[config.mk]
export PLATFORM = sky130hd
export DESIGN_NAME = glcd_frame_sequencer
export DESIGN_NICKNAME = d
export VERILOG_FILES = /design/src/rtl/glcd_frame_sequencer.sv
export SDC_FILE = /design/constraint.sdc
export NUM_CORES = 1
export LEC_CHECK = 0
export ABC_AREA = 1
export CAP_MARGIN = 30
export CORE_MARGIN = 2
export CORE_UTILIZATION = 55
export DETAILED_ROUTE_END_ITERATION = 8
export DONT_BUFFER_PORTS = 1
export HOLD_SLACK_MARGIN = 0.12
export PLACE_DENSITY_LB_ADDON = 0.15
export SYNTH_ARGS = -nofsm -noshare
export SYNTH_HDL_FRONTEND = slang
export SYNTH_SLANG_ARGS = --single-unit
[constraint.sdc]
create_clock -name clk -period 2.25 [get_ports clk]
set_input_delay 0.45 -clock clk [delete_from_list [all_inputs] [get_ports clk]]
set_output_delay 0.45 -clock clk [all_outputs]
set_load 0.005 [all_outputs]
[src/rtl/glcd_frame_sequencer.sv]
// Power-up command sequencer and framebuffer streamer for a KS0108-style 128x64 LCD.
// Emits ordered command/data write requests to a downstream bus driver over valid/ready.
module glcd_frame_sequencer #(
    parameter int unsigned AUTO_REFRESH = 0,
    parameter int unsigned START_LINE   = 0
) (
    input  logic       clk,
    input  logic       reset,
    input  logic       refresh_req,
    output logic [9:0] fb_addr,
    input  logic [7:0] fb_data,
    output logic       wr_valid,
    input  logic       wr_ready,
    output logic       wr_rs,
    output logic       wr_cs1,
    output logic       wr_cs2,
    output logic [7:0] wr_data,
    output logic       busy,
    output logic       frame_done
);

    localparam int unsigned PAGE_W = 3;
    localparam int unsigned COL_W  = 6;
    localparam int unsigned ADDR_W = 10;
    localparam int unsigned DATA_W = 8;

    localparam logic [PAGE_W-1:0] LAST_PAGE = '1;
    localparam logic [COL_W-1:0]  LAST_COL  = '1;

    localparam logic [DATA_W-1:0] CMD_DISP_ON = 8'h3F;
    localparam logic [DATA_W-1:0] CMD_LINE    = 8'hC0 | {2'b00, 6'(START_LINE)};
    localparam logic [DATA_W-1:0] CMD_PAGE    = 8'hB8;
    localparam logic [DATA_W-1:0] CMD_Y0      = 8'h40;

    typedef enum logic [2:0] {
        INIT_ON,
        INIT_LINE,
        IDLE,
        PAGE_CMD,
        Y_CMD,
        FETCH,
        LOAD,
        SEND
    } state_t;

    typedef struct packed {
        logic              rs;
        logic              cs1;
        logic              cs2;
        logic [DATA_W-1:0] data;
    } wr_req_t;

    state_t              state_q, state_d;
    logic [PAGE_W-1:0]   page_q, page_d;
    logic                half_q, half_d;
    logic [COL_W-1:0]    col_q, col_d;
    logic                pending_q, pending_d;
    wr_req_t             req_q, req_d;
    logic                valid_d;
    logic                busy_d;
    logic                done_d;

    logic                accept_c;
    logic                last_c;
    logic                want_c;
    logic                start_c;

    assign accept_c = wr_valid && wr_ready;
    assign last_c   = (page_q == LAST_PAGE) && half_q && (col_q == LAST_COL);
    assign want_c   = pending_q || refresh_req;

    // Counters concatenate directly into page*128 + half*64 + column.
    assign fb_addr  = ADDR_W'({page_q, half_q, col_q});

    assign wr_rs    = req_q.rs;
    assign wr_cs1   = req_q.cs1;
    assign wr_cs2   = req_q.cs2;
    assign wr_data  = req_q.data;

    // State register and registered outputs.
    always_ff @(posedge clk or posedge reset) begin
        if (reset) begin
            state_q    <= INIT_ON;
            page_q     <= '0;
            half_q     <= 1'b0;
            col_q      <= '0;
            pending_q  <= 1'b0;
            req_q      <= '0;
            wr_valid   <= 1'b0;
            busy       <= 1'b1;
            frame_done <= 1'b0;
        end else begin
            state_q    <= state_d;
            page_q     <= page_d;
            half_q     <= half_d;
            col_q      <= col_d;
            pending_q  <= pending_d;
            req_q      <= req_d;
            wr_valid   <= valid_d;
            busy       <= busy_d;
            frame_done <= done_d;
        end
    end

    // Next-state, counter advance and pending-request bookkeeping.
    always_comb begin
        state_d   = state_q;
        page_d    = page_q;
        half_d    = half_q;
        col_d     = col_q;
        pending_d = pending_q || (refresh_req && (state_q != IDLE));
        done_d    = 1'b0;
        start_c   = 1'b0;

        unique case (state_q)
            INIT_ON: begin
                if (accept_c) state_d = INIT_LINE;
            end
            INIT_LINE: begin
                if (accept_c) state_d = IDLE;
            end
            IDLE: begin
                if (want_c) begin
                    start_c = 1'b1;
                    state_d = PAGE_CMD;
                end
            end
            PAGE_CMD: begin
                if (accept_c) state_d = Y_CMD;
            end
            Y_CMD: begin
                if (accept_c) state_d = FETCH;
            end
            FETCH: begin
                state_d = LOAD;
            end
            LOAD: begin
                state_d = SEND;
            end
            SEND: begin
                if (accept_c) begin
                    {page_d, half_d, col_d} = {page_q, half_q, col_q} + ADDR_W'(1);
                    if (last_c) begin
                        done_d = 1'b1;
                        if ((AUTO_REFRESH != 0) || want_c) begin
                            start_c = 1'b1;
                            state_d = PAGE_CMD;
                        end else begin
                            state_d = IDLE;
                        end
                    end else if (col_q == LAST_COL) begin
                        state_d = PAGE_CMD;
                    end else begin
                        state_d = FETCH;
                    end
                end
            end
            default: begin
                state_d = INIT_ON;
            end
        endcase

        if (start_c) begin
            page_d    = '0;
            half_d    = 1'b0;
            col_d     = '0;
            pending_d = 1'b0;
        end
    end

    // Request payload decoded from the state being entered, so it is valid on entry.
    always_comb begin
        req_d       = '0;
        req_d.data  = req_q.data;
        valid_d     = 1'b0;
        busy_d      = (state_d != IDLE);

        unique case (state_d)
            INIT_ON: begin
                valid_d    = 1'b1;
                req_d.cs1  = 1'b1;
                req_d.cs2  = 1'b1;
                req_d.data = CMD_DISP_ON;
            end
            INIT_LINE: begin
                valid_d    = 1'b1;
                req_d.cs1  = 1'b1;
                req_d.cs2  = 1'b1;
                req_d.data = CMD_LINE;
            end
            PAGE_CMD: begin
                valid_d    = 1'b1;
                req_d.cs1  = !half_d;
                req_d.cs2  = half_d;
                req_d.data = CMD_PAGE | {5'b00000, page_d};
            end
            Y_CMD: begin
                valid_d    = 1'b1;
                req_d.cs1  = !half_d;
                req_d.cs2  = half_d;
                req_d.data = CMD_Y0;
            end
            FETCH, LOAD: begin
                req_d.cs1  = !half_d;
                req_d.cs2  = half_d;
            end
            SEND: begin
                valid_d    = 1'b1;
                req_d.rs   = 1'b1;
                req_d.cs1  = !half_d;
                req_d.cs2  = half_d;
                // RAM output is valid in LOAD; later SEND cycles hold the captured byte.
                if (state_q == LOAD) req_d.data = fb_data;
            end
            default: begin
                valid_d    = 1'b0;
            end
        endcase
    end

endmodule

==> flow_metrics.env <==
export IMPL_finalHoldViolations=0
export IMPL_syn_nets=218
export IMPL_vias_post_dr=1342
export IMPL_critical_path_slowest_cell="sky130_fd_sc_hd__dfrtp_1"
export IMPL_cts_clk_slew_worst_paths_ps=150
export IMPL_post_synth_top_flop="sky130_fd_sc_hd__dfrtp_1"
export IMPL_num_nets_final=223
export IMPL_syn2layout_area_growth_pct=6.27
export IMPL_clk_latency_ps=330
export IMPL_postPlaceCellArea_um2=1630
export IMPL_antenna_diode_count=0
export IMPL_synth_seq_area_share_pct=44.0
export IMPL_critPathTopFamily="simple AND/OR/NAND/NOR gates"
export IMPL_yosysWarningCount=0
export IMPL_synth_edf_count=0
export IMPL_worst_ir_drop_vdd_mv=1.49
export IMPL_detailroute_wirelength_met2_um=1700
export IMPL_total_gr_overflow=0
export IMPL_unrepaired_setup_endpoints_after_global_routing="no"
export IMPL_floorplan_die_area_um2=3350
export IMPL_setup_viol=0
export IMPL_h_tree_depth=1
export IMPL_clock_tree_from_tritoncts="built"
export IMPL_place_ws_ps=213
export IMPL_die_width_um=57.9
export IMPL_synth_seq_cells=28
export IMPL_topRoutingLayerUsed="met4"
export IMPL_mapped_area_um2=1600
export IMPL_synth_top_cell_area_share_pct=42.3
export IMPL_clock_tree_buffer_depth=2
export IMPL_lkg_pwr_nw=0.887
export IMPL_post_route_min_period_ps=1990
export IMPL_grt_pass1_wl_um=5720
export IMPL_cts_root_buf="sky130_fd_sc_hd__clkbuf_4"
export IMPL_crit_path_max_incr_delay_ps=450
export IMPL_yosys_top_cells_area="sky130_fd_sc_hd__dfrtp_1 (42%), sky130_fd_sc_hd__nand2_1 (12%), sky130_fd_sc_hd__nor2_1 (5.9%)"
export IMPL_cts_sinks=28
export IMPL_floorplan_initialDensity_pct=57.9
export IMPL_critPathArrivalTime_ps=2270
export IMPL_globalRouteTotalUtil_pct=22.0
export IMPL_largest_net_degree_at_the_start_of_global_routing=17
export IMPL_final_antenna_net_count=0
export IMPL_drt_initial_drc_count=50
export IMPL_timing_max_transition_violations_final=0
export IMPL_cts_inserted_buffers=3
export IMPL_max_slew_margin_pct=63.3
export IMPL_postSynthAreaPerCell_um2=7.79
export IMPL_port_buffer_count=0
export IMPL_core_area_um2=2760
export IMPL_min_path_type="in -> reg"
export IMPL_placed_cells_incl_taps=235
export IMPL_crit_path_cell_trace="ha_1 -> nand3_1 -> nor2_4 -> nand3_1 -> nand2_1 -> nand3_2 -> nor2_4 -> nand2_4 -> nand2_2 -> nand3_4 -> nand2_2 -> nor2_1 -> nor2_1"
export IMPL_final_layout_size_suffix_gt1_share_pct=16.7
export IMPL_worst_slew_pin_slew_ps=551
export IMPL_path_class="reg -> reg"
export IMPL_fin_ws_ps=260
export IMPL_yosys_cell_count_top_type="sky130_fd_sc_hd__nand2_1"
export IMPL_syn_instance_count=205
export IMPL_utilization_pct=61.5
export IMPL_number_of_primary_i_o_pins=36
export IMPL_synth_largest_area_cell="sky130_fd_sc_hd__dfrtp_1"
export IMPL_std_cell_rows=19
export IMPL_wirelength_um=3330
export IMPL_avgRoutedWirePerCell_um=13.9
export IMPL_synthTopCellsByCount="sky130_fd_sc_hd__nand2_1 (50), sky130_fd_sc_hd__dfrtp_1 (27), sky130_fd_sc_hd__nor2_1 (25)"
export IMPL_worstPathMaxFanout=9
export IMPL_detail_route_vias_per_cell=5.59
export IMPL_run_status="completed"
export IMPL_worst_setup_path_end_kind="register"
export IMPL_critical_path_startpoint_type="register"
export IMPL_drc=0
export IMPL_post_cts_setup_buffer_count=0
export IMPL_finish_instance_area_um2=1700
export IMPL_grt_antenna_before_repair=0
export IMPL_met3WireLength_um=196
export IMPL_synthArstFlopShare_pct=100
export IMPL_fin_skew_ps=2.98
export IMPL_drv_max_cap_violation_count=0
export IMPL_power_per_cell_area_nw_per_um2=1460
export IMPL_timing_critical_path_required_ps=2530
export IMPL_finish_cell_count_without_fillers=240
export IMPL_die_height_um=57.9
export IMPL_yosys_cell_types_count=31
export IMPL_max_freq_mhz=503
export IMPL_finalWeightedCongestion=0.839
export IMPL_wl_met1_um=1390
export IMPL_hpwlAfterDp_um=2560
export IMPL_number_of_buffer_and_inverter_instances_along_the_worst_setup_path=0
export IMPL_layout_worst_path_cycle_share_pct=88.4
export IMPL_vias_in_the_first_global_route=1306
export IMPL_setup_tns_ps=0
export IMPL_drt_first_pass_iters=4
[per-stage QoR]
step	total power, mW	hold slack [ps]
floorplan	1.87	499
global placement	2.06	409
detailed placement	2.14	425
CTS	2.49	312
global route	2.72	335
finish	2.48	320
[cell type report]
cell class | count | area (um2)
inverters | 29 | 113
repair buffers | 2 | 17.5
fillers | 243 | 1060
multi-input cells | 146 | 772
well taps | 31 | 38.8
clock buffers | 3 | 22.5
flip-flops and latches | 28 | 703
clock inverters | 1 | 30.0
[power breakdown]
group | switching, mW | internal [mW] | leakage [nW] | total, mW
Sequential | 0.152 | 0.668 | 0.340 | 0.820
Combinational | 0.902 | 0.428 | 0.519 | 1.33
Clock | 0.153 | 0.180 | 0.0279 | 0.333
Total | 1.21 | 1.28 | 0.887 | 2.48
[registers in the layout, summed over array words and instances, names as in the netlist, 3 cells and up]
name     count
wr_data      8
col_q        6
state_q      3
page_q       3
[repair_timing]
action | CTS | global route
endpoints found under the setup margin | 0 | 3
hold buffers | 1 | 0
endpoints found under the hold margin | 13 | 0
resized for setup | 0 | 2
[worst paths after layout]
path,from,cells past startpoint,slack (ps),endpoint
max in group asynchronous,reset,3,1060,col_q[0]
hold reg to reg,wr_data[7],2,560,wr_data[7]
setup reg to reg,col_q[1],13,260,wr_data[0]
min in group asynchronous,reset,2,580,wr_data[0]
hold / removal,fb_data[7],4,320,wr_data[7]
setup / recovery,col_q[1],13,260,wr_data[0]
[layer usage]
metal | vias up | track usage [%]
met1 | 634 | 25.5
met2 | 32 | 39.1
met3 | 6 | 5.58
li1 | 670 | -
met4 | 0 | 8.31
met5 | - | 0
[cells by family (layout without fill, tap and decap cells)]
kind of cell             after synthesis  count (layout)  synth area share, %
buffers and inverters                 31              35                 7.99
AO/OA/AOI/OAI                         17              17                 6.90
flip-flops                            28              28                 44.0
XOR/XNOR                               3               3                 1.65
AND/OR/NAND/NOR                      125             125                 38.7
adder cells (fa/ha/maj)                1               1                0.784
[layout by cell type, fill, tap and decap left out, drive strengths merged]
master        n
nand2        61
nor2         29
inv          28
dfrtp        27
nand3        17
nand4        12
o21ai        12
nor3          4
a21oi         3
clkbuf        3
xor2          2
o211ai        2
clkinv        1
xnor2         1
nor3b         1
and3          1
ha            1
dfstp         1
bufinv        1
dlygate4sd3   1
buf           1
[worst register-to-register path, delay by kind of cell, from the launching register on]
family / cells / cell delay (ps)
AND/OR/NAND/NOR: 12 / 1300
flip-flops: 1 / 450
adder cells (fa/ha/maj): 1 / 190
No activity file was read; power rests on OpenSTA's default activity.
